File: src/rtl/chain_max_select.sv
// chain_max_select
//   Reduction stage of the chaining DP. Each input beat carries one
//   (anchor i, predecessor j) pair: the pair score, f[j] and j. The beats of one
//   anchor are folded into its best chain score f[i] and predecessor p[i], and
//   one result per anchor is presented on a valid/ready output.
//
//   Pipeline: stage 1 registers the beat (with the saturated candidate score),
//   stage 2 is the accumulator plus the output register. A result appears two
//   edges after its last beat is accepted when the output is not stalled.
//
//   Optional feature, enabled by defining CHAIN_MAX_SKIP_EN: after MAX_SKIP
//   consecutive non-improving valid candidates the remaining candidates of the
//   anchor are ignored and the result reports skip_stop=1. Without the macro all
//   candidates are compared and skip_stop is tied to 0.
//
// Ports
//   clock, resetn        clock and asynchronous active-low reset
//   ivalid / oready      input beat handshake
//   sc_in, f_j, j_idx    pair score (32'h80000001 = rejected), f[j], j
//   i_idx, self_sc       anchor index and initial f[i] (taken on the first beat)
//   first, last          anchor framing
//   cand_en              beat carries a real candidate
//   ovalid / iready      result handshake
//   f_out, p_out, i_out  best score, best predecessor (all-ones if none), anchor
//   n_cand               candidates compared for the anchor
//   skip_stop            early stop happened for the anchor
module chain_max_select #(
    parameter int IDX_W    = 32,
    parameter int MAX_SKIP = 25
) (
    input  logic             clock,
    input  logic             resetn,
    input  logic             ivalid,
    output logic             oready,
    input  logic [31:0]      sc_in,
    input  logic [31:0]      f_j,
    input  logic [IDX_W-1:0] j_idx,
    input  logic [IDX_W-1:0] i_idx,
    input  logic [31:0]      self_sc,
    input  logic             first,
    input  logic             last,
    input  logic             cand_en,
    output logic             ovalid,
    input  logic             iready,
    output logic [31:0]      f_out,
    output logic [IDX_W-1:0] p_out,
    output logic [IDX_W-1:0] i_out,
    output logic [15:0]      n_cand,
    output logic             skip_stop
);

    localparam logic [31:0] REJECT_SC = 32'h80000001;

    // ---------------- stage 1 ----------------
    logic                    s1_valid_reg;
    logic signed [31:0]      s1_cand_reg;
    logic                    s1_cv_reg;
    logic [IDX_W-1:0]        s1_j_reg;
    logic                    s1_first_reg;
    logic                    s1_last_reg;
    logic [IDX_W-1:0]        s1_i_reg;
    logic signed [31:0]      s1_self_reg;

    // ---------------- stage 2 ----------------
    logic signed [31:0]      best_reg;
    logic [IDX_W-1:0]        best_p_reg;
    logic [15:0]             cnt_reg;
    logic                    ovalid_reg;
    logic [31:0]             f_out_reg;
    logic [IDX_W-1:0]        p_out_reg;
    logic [IDX_W-1:0]        i_out_reg;
    logic [15:0]             n_cand_reg;

    logic                    stall;
    logic                    accept;
    logic                    beat_go;
    logic signed [32:0]      sum33;
    logic signed [31:0]      cand_sat;

    logic signed [31:0]      base_best;
    logic [IDX_W-1:0]        base_p;
    logic [15:0]             base_cnt;
    logic                    compare_en;
    logic                    improve;
    logic signed [31:0]      best_next;
    logic [IDX_W-1:0]        best_p_next;
    logic [15:0]             cnt_next;

    // Only a last beat needs the output register, so only it can be blocked
    // by an unconsumed result; the whole front end freezes behind it.
    assign stall   = s1_valid_reg && s1_last_reg && ovalid_reg && !iready;
    assign oready  = !stall;
    assign accept  = ivalid && !stall;
    assign beat_go = s1_valid_reg && !stall;

    // 33-bit sum, clamped into the 32-bit signed range: the top two bits differ
    // only when the true sum is out of range.
    always_comb begin
        sum33    = {f_j[31], f_j} + {sc_in[31], sc_in};
        cand_sat = sum33[31:0];
        if (sum33[32] != sum33[31]) begin
            cand_sat = sum33[32] ? 32'sh80000000 : 32'sh7FFFFFFF;
        end
    end

    always_ff @(posedge clock or negedge resetn) begin
        if (!resetn) begin
            s1_valid_reg <= 1'b0;
            s1_cand_reg  <= '0;
            s1_cv_reg    <= 1'b0;
            s1_j_reg     <= '0;
            s1_first_reg <= 1'b0;
            s1_last_reg  <= 1'b0;
            s1_i_reg     <= '0;
            s1_self_reg  <= '0;
        end else if (!stall) begin
            s1_valid_reg <= accept;
            if (accept) begin
                s1_cand_reg  <= cand_sat;
                s1_cv_reg    <= cand_en && (sc_in != REJECT_SC);
                s1_j_reg     <= j_idx;
                s1_first_reg <= first;
                s1_last_reg  <= last;
                if (first) begin
                    s1_i_reg    <= i_idx;
                    s1_self_reg <= self_sc;
                end
            end
        end
    end

`ifdef CHAIN_MAX_SKIP_EN
    logic [15:0] skip_reg;
    logic [15:0] base_skip;
    logic [15:0] skip_next;
    logic        skip_stop_reg;

    // Once the run of non-improving candidates reaches MAX_SKIP the rest of
    // the anchor is ignored; a first beat restarts the run.
    always_comb begin
        base_skip  = s1_first_reg ? 16'd0 : skip_reg;
        compare_en = s1_cv_reg && (base_skip < 16'(MAX_SKIP));
        skip_next  = base_skip;
        if (improve) begin
            skip_next = 16'd0;
        end else if (compare_en) begin
            skip_next = base_skip + 16'd1;
        end
    end

    always_ff @(posedge clock or negedge resetn) begin
        if (!resetn) begin
            skip_reg      <= '0;
            skip_stop_reg <= 1'b0;
        end else if (beat_go) begin
            skip_reg <= skip_next;
            if (s1_last_reg) begin
                skip_stop_reg <= (skip_next >= 16'(MAX_SKIP));
            end
        end
    end

    assign skip_stop = skip_stop_reg;
`else
    always_comb begin
        compare_en = s1_cv_reg;
    end

    assign skip_stop = 1'b0;
`endif

    // A first beat seeds the accumulator with self_sc and then folds its own
    // candidate; strict > keeps the earlier (nearer) predecessor on ties.
    always_comb begin
        base_best   = s1_first_reg ? s1_self_reg : best_reg;
        base_p      = s1_first_reg ? '1 : best_p_reg;
        base_cnt    = s1_first_reg ? 16'd0 : cnt_reg;
        improve     = compare_en && (s1_cand_reg > base_best);
        best_next   = improve ? s1_cand_reg : base_best;
        best_p_next = improve ? s1_j_reg : base_p;
        cnt_next    = base_cnt + {15'd0, compare_en};
    end

    always_ff @(posedge clock or negedge resetn) begin
        if (!resetn) begin
            best_reg   <= '0;
            best_p_reg <= '0;
            cnt_reg    <= '0;
            ovalid_reg <= 1'b0;
            f_out_reg  <= '0;
            p_out_reg  <= '0;
            i_out_reg  <= '0;
            n_cand_reg <= '0;
        end else begin
            if (beat_go) begin
                best_reg   <= best_next;
                best_p_reg <= best_p_next;
                cnt_reg    <= cnt_next;
            end
            if (beat_go && s1_last_reg) begin
                ovalid_reg <= 1'b1;
                f_out_reg  <= best_next;
                p_out_reg  <= best_p_next;
                i_out_reg  <= s1_i_reg;
                n_cand_reg <= cnt_next;
            end else if (iready) begin
                ovalid_reg <= 1'b0;
            end
        end
    end

    assign ovalid = ovalid_reg;
    assign f_out  = f_out_reg;
    assign p_out  = p_out_reg;
    assign i_out  = i_out_reg;
    assign n_cand = n_cand_reg;

endmodule

File: config.mk
export PLATFORM = sky130hd
export DESIGN_NAME = chain_max_select
export DESIGN_NICKNAME = d
export VERILOG_FILES = /design/src/rtl/chain_max_select.sv
export SDC_FILE = /design/constraint.sdc
export NUM_CORES = 1
export LEC_CHECK = 0
export ABC_AREA = 1
export BUFFER_PORTS_ARGS = -buffer_cell sky130_fd_sc_hd__buf_2
export CORE_ASPECT_RATIO = 0.9
export CORE_UTILIZATION = 57
export CTS_CLUSTER_SIZE = 30
export DETAILED_ROUTE_END_ITERATION = 10
export PLACE_DENSITY_LB_ADDON = 0.12
export REMOVE_ABC_BUFFERS = 1
export SLEW_MARGIN = 40
export SYNTH_ARGS = -nofsm -noshare
export SYNTH_HDL_FRONTEND = slang
export SYNTH_SLANG_ARGS = --single-unit
File: constraint.sdc
create_clock -name clock -period 6.6 [get_ports clock]
set_input_delay 0.66 -clock clock [delete_from_list [all_inputs] [get_ports clock]]
set_output_delay 0.66 -clock clock [all_outputs]
set_load 0.02 [all_outputs]
-- Yosys cells after proc, flatten, opt, wreduce, memory -nomap -nowiden
Cells that the tools add are included.
- $add $sub $neg: 2
- order comparisons: 1
- equality and inequality tests: 2
- muxes and demuxes: 9
- bitwise logic cells: 1
- reductions and logical operators: 13
- operators by type and width (operator ; count):
    $mux 32 ; 6
    $add 32x32->33 ; 1
    $gt 32x32->1 ; 1
    $ne 32x32->1 const B ; 1
    $add 16x1->16 ; 1
    $mux 16 ; 1
    $logic_and 1x1->1 ; 8
    $reduce_and 3->1 ; 1
    $logic_not 1->1 ; 2
    $mux 1 ; 2
    $reduce_and 2->1 ; 1
    $reduce_bool 2->1 ; 1
    $ne 1x1->1 ; 1
    $not 1->1 ; 1
- bits in registers: 325
- bits of input ports: 167
- output and inout port bits: 115

-- Logic depth before layout (Yosys ltp)
Gate-level depths: netlist of run 1.
- word-level depth: 7
- gate-level depth with buffers: 19

-- Worst setup path after synthesis of run 1
No wires, ideal clock.
- path type: reg-to-reg
- from: register s1_first_reg
- to: register best_reg[1]
- arrival time: 2.508 ns
- required time: 6.483 ns
- setup slack: 3.974 ns
- stages on the path, launching flop included: 19
- path buffers: 4
- clock period less this slack: 2.626 ns
- path through: dfrtp_1 buf_2 buf_1 mux2i_1 ha_1 nand2_1 inv_1 nand2_1 nand2_1 nand2_1 nand2_1 a21oi_1 nand2_1 nand2_2 buf_6 buf_6 nand4_2 nand3_1 nand2_1
- word-level cells in the longest chain between the ends: 4
- ends and longest elaborated chain (item ; RTL line ; text):
    from (decl) ; 59 ; logic s1_first_reg;
    from (signal assigned) ; 122 ; s1_first_reg <= first;
    $mux 32 (*) ; 175 ; base_best = s1_first_reg ? s1_self_reg : best_reg;
    $gt 32x32->1 ; 178 ; improve = compare_en && (s1_cand_reg > base_best);
    $logic_and 1x1->1 ; 178 ;
    $mux 32 (*) ; 179 ; best_next = improve ? s1_cand_reg : base_best;
    to (signal assigned) ; 196 ; best_reg <= best_next;
    to (decl) ; 65 ; logic signed [31:0] best_reg;
Every way passes the cells marked *; elsewhere a longest branch is shown, timed or not.
A chain may end at the register's enable or synchronous reset.

-- Worst setup path in the final report of run 1
- from: register s1_first_reg
- to: register p_out_reg[31] (netlist: p_out[31])
- word-level cells in the longest chain between the ends: 4
- elaborated cells between the ends (all ways): 5
- those cells by class: order compare (1); mux (3); reduce/logical (1)
- ends and longest elaborated chain (item ; RTL line ; text):
    $mux 32 ; 175 ;
    $gt 32x32->1 ; 178 ;
    $logic_and 1x1->1 ; 178 ;
    $mux 32 (*) ; 180 ; best_p_next = improve ? s1_j_reg : base_p;
    to (signal assigned) ; 203 ; p_out_reg <= best_p_next;
    to (decl) ; 70 ; logic [IDX_W-1:0] p_out_reg;
Marked as above.

==> impl_metrics.py, run 1 <==
metrics = {
    "outcome": {
        "outcome": "finished, final reports clean",
    },
    "layout": {
        "area.sequential_um2": 8137,
        "fillCellCount": 2507,
        "multi_input_area_um2": 8278,
        "finalNetCount": 2568,
        "drive_above_1_share_pct": 22.50,
        "area_delta_synth_final_pct": 15.25,
    },
    "global_routing": {
        "number_of_global_route_vias_before_repair": 14680,
        "grt.total_usage_pct": 29.21,
        "grt_total_ovfl": 0,
        "grt_pass1_wl_um": 74950,
        "maximum_number_of_pins_on_one_net_before_global_route_repair": 145,
        "grt_antenna_before_repair": 1,
    },
    "floorplanning": {
        "core_area_um2": 30180,
        "die_height_um": 169.2,
        "dieArea_um2": 31760,
        "std_cell_rows": 60,
        "initial_core_util_pct": 58.64,
        "top_level_ports": 282,
        "die_w_um": 187.7,
    },
    "detailed_routing": {
        "drt-initial-drc-count": 1141,
        "drc": 0,
        "route.vias.total": 15079,
        "final_antenna_net_count": 0,
        "overall_routed_net_length_um": 45950,
        "routed_wire_length_per_instance_um": 16.62,
        "drt_pass1_iterations": 5,
        "drt-vias-per-instance": 5.455,
    },
    "sta": {
        "timing.slew.headroom_pct": 48.17,
        "timing_max_transition_violations_final": 0,
        "worstMarginPinSlew_ns": 0.7774,
        "grt_setup_unrepaired": "no",
        "worst_clock_skew_ns": 0.02351,
        "finalSetupViolCount": 0,
        "timing.fmax_mhz": 238.3,
        "hold_viol": 0,
        "final.period_utilization_pct": 63.58,
        "totalNegativeSetupSlack_ns": 0,
        "final_period_minus_worst_setup_slack_ns": 4.196,
        "fin_worst_hold_slack_ns": 0.02074,
    },
    "worst_setup_path": {
        "timing.critical_path.fanout_max": 64,
        "worst_ep_arrival_time_ns": 4.60,
        "timing.critical_path.from": "s1_first_reg",
        "cp_slowest_cell": "sky130_fd_sc_hd__dfrtp_4",
        "r2r_setup_slack_ns": 2.40,
        "worst_path_most_repeated_cell": "sky130_fd_sc_hd__nand2_1",
        "worst-setup-path-type": "reg2reg",
        "timing.critical_path.cells": "buf_4 -> mux2i_1 -> ha_1 -> nand2_1 -> inv_1 -> nand2_1 -> nand2_1 -> nand2_1 -> nand2_1 -> a21oi_1 -> nand2_1 -> nand2_4 -> buf_6 -> nand4_1 -> nand3_1 -> nand2_1",
        "endpoint_kind": "register",
        "delay_of_the_slowest_cell_on_the_worst_path_ns": 0.94,
        "critPathLaunchType": "register",
        "r2r_start": "s1_first_reg",
        "cp.required_ns": 7.01,
    },
    "power": {
        "ir_worst_vdd_mv": 0.2564,
        "leakagePower_nw": 10.98,
        "p_per_area_nw_per_um2": 381.1,
    },
    "clock_network": {
        "level_count_of_the_clock_h_tree": 2,
        "clk_latency_ns": 0.53,
        "cts_hold_buffers": 0,
        "post-cts-setup-buffers": 0,
        "clk_path_buf_depth": 3,
        "ctsResizeCount": 0,
        "worst_setup_hold_path_clk_slew_ns": 0.06,
        "number_of_buffers_added_by_the_clock_tree_synthesis_step": 36,
        "cts.sinks": 325,
        "tritoncts": "yes",
        "clock_tree.root_cell": "sky130_fd_sc_hd__clkbuf_16",
    },
    "yosys": {
        "yosys.area.top_type_share_pct": 45.96,
        "synthesis.area_um2": 17700,
        "synth.ff_latch_count": 325,
        "synth_cell_types": 42,
        "avgSynthCellArea_um2": 8.435,
        "synth_largest_area_cell": "sky130_fd_sc_hd__dfrtp_1",
        "synth.cells.most_frequent": "sky130_fd_sc_hd__nand2_1 (754), sky130_fd_sc_hd__dfrtp_1 (325), sky130_fd_sc_hd__inv_1 (155)",
        "seq_total_area_yosys_pct": 45.96,
        "synthCells": 2098,
        "ys_warn_count": 0,
        "yosys.cell_count.top_type": "sky130_fd_sc_hd__nand2_1",
        "ys_async_sr_fraction_pct": 100.0,
        "count_of_flip_flops_with_a_built_in_enable_after_synthesis": 0,
        "ys_dominant_reg_cell": "sky130_fd_sc_hd__dfrtp_1",
        "synth.top_cells.by_area": "sky130_fd_sc_hd__dfrtp_1 (46%), sky130_fd_sc_hd__nand2_1 (16%), sky130_fd_sc_hd__ha_1 (4.7%)",
    },
    "place": {
        "finalWeightedCongestion": 0.8948,
        "port_buffers": 280,
        "place_hpwl_um": 30700,
    },
    "hold_path": {
        "hold_class": "in2async",
    },
    "run": {
        "timing.max_cap.violations": 0,
    },
}
per-layer routing:
layer	wire length (µm)	up-vias	part of all wire (%)	track usage, %
met5	0	-	0	0
met4	841	0	1.8	7.105
met3	3123	66	6.8	3.825
met2	21080	545	46	46.68
met1	20910	7206	45	42.38
li1	-	7262	-	-
per-stage QoR:
| stage | setup WS [ns] | cell area, µm² | std cells | total power, mW | util [%] |
|---|---|---|---|---|---|
| 3_5_place_dp | 2.504 | 19180 | 2698 | 5.751 | 63.55 |
| 2_1_floorplan | -0.2345 | 16970 | 1997 | 4.754 | - |
| 3_3_place_gp | 2.385 | 19040 | 2693 | 5.634 | 63.08 |
| 5_1_grt | 2.145 | 20390 | 2763 | 8.248 | 67.57 |
| 6_report | 2.404 | 20400 | 2764 | 7.772 | 67.58 |
| 4_1_cts | 2.411 | 20370 | 2762 | 7.787 | 67.48 |
cells by family (layout without fill, tap and decap cells):
| group | after synthesis | count (layout) | share of synthesized area [%] |
|---|---|---|---|
| buffers and inverters | 262 | 524 | 7.501 |
| multiplexers | 95 | 95 | 5.826 |
| other | 1 | 2 | 0.02119 |
| flip-flops | 325 | 325 | 45.96 |
| AO/OA/AOI/OAI | 165 | 165 | 5.713 |
| AND/OR/NAND/NOR | 1151 | 1151 | 28.62 |
| XOR/XNOR | 32 | 32 | 1.584 |
| adder cells (fa/ha/maj) | 67 | 67 | 4.779 |
critical path, delay by kind of cell, from the launching register on:
| family | cells | cell delay, ns |
|---|---|---|
| mux | 1 | 0.36 |
| fa+ha+maj | 1 | 0.30 |
| compound gates | 1 | 0.31 |
| flops | 1 | 0.94 |
| buf+inv | 3 | 1.09 |
| simple gates | 10 | 1.04 |
power breakdown:
group	switching (mW)	internal, mW
registers	0.365	2.56
logic	1.89	0.943
clock network	0.821	1.19
total	3.07	4.70
final timing paths:
path                                         to  depth (start not counted)
worst max-delay path                  p_out[31]                         16
worst min-delay path               s1_j_reg[21]                          1
worst max register to register        p_out[31]                         16
worst min register to register         i_out[7]                          2
max in group asynchronous       s1_self_reg[27]                          3
min in group clock                 s1_j_reg[10]                          3
cells in the final DEF (no fill, tap or decap), types with 9 or more instances in the layout:
cell	instances
sky130_fd_sc_hd__clkbuf_16	36
sky130_fd_sc_hd__nand2_2	12
sky130_fd_sc_hd__nand3_1	154
sky130_fd_sc_hd__nor3_1	10
sky130_fd_sc_hd__inv_1	155
sky130_fd_sc_hd__dfrtp_1	324
sky130_fd_sc_hd__buf_2	279
sky130_fd_sc_hd__mux2_2	64
sky130_fd_sc_hd__nand4_1	37
sky130_fd_sc_hd__nor2_1	119
sky130_fd_sc_hd__a21oi_1	45
sky130_fd_sc_hd__xor2_1	22
sky130_fd_sc_hd__clkbuf_8	9
sky130_fd_sc_hd__nand2_1	753
sky130_fd_sc_hd__mux2i_1	31
sky130_fd_sc_hd__ha_1	66
sky130_fd_sc_hd__o21ai_0	64
sky130_fd_sc_hd__nand4_2	33
sky130_fd_sc_hd__xnor2_1	10
sky130_fd_sc_hd__o21bai_1	9
sky130_fd_sc_hd__a21oi_2	37
layout make-up:
class	count	share of cell area, %
tap	403	2.472
inverter	161	2.975
timing repair buffer	299	8.239
sequential	325	39.89
antenna	1	0.01227
clock buffer	52	5.153
multi-input combinational	1511	40.59
clock inverter	12	0.6687
No activity file was read; power rests on OpenSTA's default activity.
==> run 2: changes to the inputs <==
CORE_UTILIZATION = 52   (was 57)
clock period = 3.4 ns   (was 6.6 ns; I/O delays follow)
==> run 2 against run 1 <==
  * Die area up 9.5%
  * Total power rose by 95%
  * Register-to-register slack got worse by 2.1 ns
  * Highest routed layer is now met5
==> impl_metrics.py, run 2 (synthesized netlist as in run 1, its figures left out) <==
metrics = {
    "place": {
        "finalWeightedCongestion": 0.8848,
        "port_buffers": 280,
        "place_hpwl_um": 32400,
    },
    "clock_network": {
        "clk_path_buf_depth": 3,
        "tritoncts": "yes",
        "clock_tree.root_cell": "sky130_fd_sc_hd__clkbuf_16",
        "number_of_buffers_added_by_the_clock_tree_synthesis_step": 36,
        "level_count_of_the_clock_h_tree": 2,
        "worst_setup_hold_path_clk_slew_ns": 0.06,
        "cts.sinks": 325,
        "clk_latency_ns": 0.52,
    },
    "layout": {
        "mostFrequentLayoutCells": "sky130_fd_sc_hd__nand2_1 (753), sky130_fd_sc_hd__dfrtp_1 (324), sky130_fd_sc_hd__buf_2 (279)",
        "finalCoreUtilization_pct": 62.10,
        "n_antenna_cell": 0,
        "fillCellCount": 2972,
        "mostFrequentLayoutCell": "sky130_fd_sc_hd__nand2_1",
        "finalNetCount": 2583,
        "multi_input_area_um2": 8279,
        "area.sequential_um2": 8137,
        "drive_above_1_share_pct": 22.81,
        "area_delta_synth_final_pct": 16.45,
    },
    "worst_setup_path": {
        "timing.critical_path.fanout_max": 24,
        "cp.required_ns": 3.85,
        "ff_to_ff_end": "p_out[21]",
        "r2r_start": "s1_first_reg",
        "worst_ep_arrival_time_ns": 3.53,
        "timing.critical_path.cells": "buf_12 -> buf_12 -> mux2i_1 -> ha_1 -> nand2_1 -> inv_1 -> nand2_1 -> nand2_1 -> a21oi_1 -> nand3_1 -> nand2_1 -> nand2_1 -> nand2_4 -> nand3_4 -> buf_12 -> nand2_1 -> nand3_1 -> nand2_1",
        "cp_slowest_cell": "sky130_fd_sc_hd__dfrtp_4",
        "r2r_setup_slack_ns": 0.32,
        "critical-path-top-delay-family": "simple AND/OR/NAND/NOR gates",
        "critPathLaunchType": "register",
        "timing.critical_path.from": "s1_first_reg",
        "worst_path_most_repeated_cell": "sky130_fd_sc_hd__nand2_1",
        "r2r_cells": 18,
        "endpoint_kind": "register",
        "worst-setup-path-type": "reg2reg",
        "critical_path_buf_inv_count": 4,
        "delay_of_the_slowest_cell_on_the_worst_path_ns": 0.49,
        "critical_path_depth": 18,
        "endpoint": "p_out[21]",
    },
    "sta": {
        "worstMarginPinSlew_ns": 0.7052,
        "timing.slew.headroom_pct": 52.99,
        "finalSetupViolCount": 0,
        "worst_clock_skew_ns": 0.01644,
        "final.period_utilization_pct": 90.47,
        "final_period_minus_worst_setup_slack_ns": 3.076,
        "timing_max_transition_violations_final": 0,
        "timing.fmax_mhz": 325.1,
        "fin_worst_hold_slack_ns": 0.03188,
        "grt_setup_unrepaired": "no",
        "hold_viol": 0,
    },
    "detailed_routing": {
        "drt_pass1_iterations": 5,
        "overall_routed_net_length_um": 47530,
        "drc": 0,
        "final_antenna_net_count": 0,
        "route.vias.total": 14952,
        "drt-vias-per-instance": 5.289,
        "routed_wire_length_per_instance_um": 16.81,
        "drt-initial-drc-count": 845,
    },
    "global_routing": {
        "grt_total_ovfl": 0,
        "grt_pass1_wl_um": 75450,
        "number_of_global_route_vias_before_repair": 14480,
        "grt.total_usage_pct": 27.20,
        "grt_antenna_before_repair": 2,
        "maximum_number_of_pins_on_one_net_before_global_route_repair": 85,
    },
    "power": {
        "leakagePower_nw": 11.08,
        "ir_worst_vdd_mv": 0.6193,
        "p_per_area_nw_per_um2": 736.6,
        "totalPowerFinal_mw": 15.18,
    },
    "run": {
        "timing.max_cap.violations": 0,
    },
    "hold_path": {
        "hold_class": "in2reg",
    },
    "floorplanning": {
        "top_level_ports": 282,
        "die_w_um": 196.5,
        "initial_core_util_pct": 53.33,
        "dieArea_um2": 34780,
        "std_cell_rows": 63,
        "die_height_um": 177.0,
        "core_area_um2": 33190,
    },
    "outcome": {
        "outcome": "finished, final reports clean",
    },
}
==> run 2: how the worst min path moves through the flow <==
stage	slack, ns	to	start	depth (start not counted)
global placement	0.39	s1_valid_reg	resetn	1
global route	0.03	s1_j_reg[24]	j_idx[24]	3
floorplan	0.04	best_p_reg[0]	resetn	0
finish	0.03	s1_j_reg[9]	j_idx[9]	3
CTS	0.01	s1_j_reg[24]	j_idx[24]	3
detailed placement	0.38	s1_valid_reg	resetn	1
==> run 2: where the power goes <==
group	switching, mW	leakage [nW]	internal, mW
combinational	3.76	6.58	2.01
sequential	0.681	3.94	4.98
clock	1.55	0.554	2.21
total	5.99	11.1	9.19
==> run 2: final cells by class <==
type,count,area share (%)
flip-flops and latches,325,39.48
multi-input cells,1512,40.18
clock buffers,48,4.839
repair buffers,313,9.223
clock inverters,13,0.5707
well taps,455,2.763
inverters,161,2.945
==> run 2: timing repair <==
item	in CTS	in global routing
hold endpoints to repair	72	0
setup endpoints to repair	0	85
gates resized for setup	0	2
setup buffers	0	3
hold buffers	1	0
==> run 2: metrics by stage <==
stage	instance area [µm²]	setup TNS, ns	setup WS [ns]	instances
after floorplan	16970	-718.20	-3.288	1997
after global placement	19360	0	0.2468	2759
after detailed placement	19400	0	0.09990	2760
after CTS	20520	0	0.05974	2822
after global routing	20610	0	0.1296	2827
final	20610	0	0.3239	2827
==> run 2: layer usage <==
layer / share of wire [%] / GRT usage [%]
met1: 47 / 38.95
met2: 46 / 43.41
met3: 5.8 / 3.944
met4: 1.6 / 6.738
met5: 0.065 / 0
==> run 2: worst register-to-register path: stages, from the launching register on <==
cell	delay, ns
sky130_fd_sc_hd__dfrtp_4	0.49
sky130_fd_sc_hd__buf_12	0.16
sky130_fd_sc_hd__buf_12	0.16
sky130_fd_sc_hd__mux2i_1	0.21
sky130_fd_sc_hd__ha_1	0.29
sky130_fd_sc_hd__nand2_1	0.10
sky130_fd_sc_hd__inv_1	0.04
sky130_fd_sc_hd__nand2_1	0.05
sky130_fd_sc_hd__nand2_1	0.04
sky130_fd_sc_hd__a21oi_1	0.19
sky130_fd_sc_hd__nand3_1	0.13
sky130_fd_sc_hd__nand2_1	0.13
sky130_fd_sc_hd__nand2_1	0.10
sky130_fd_sc_hd__nand2_4	0.16
sky130_fd_sc_hd__nand3_4	0.22
sky130_fd_sc_hd__buf_12	0.25
sky130_fd_sc_hd__nand2_1	0.10
sky130_fd_sc_hd__nand3_1	0.09
sky130_fd_sc_hd__nand2_1	0.10
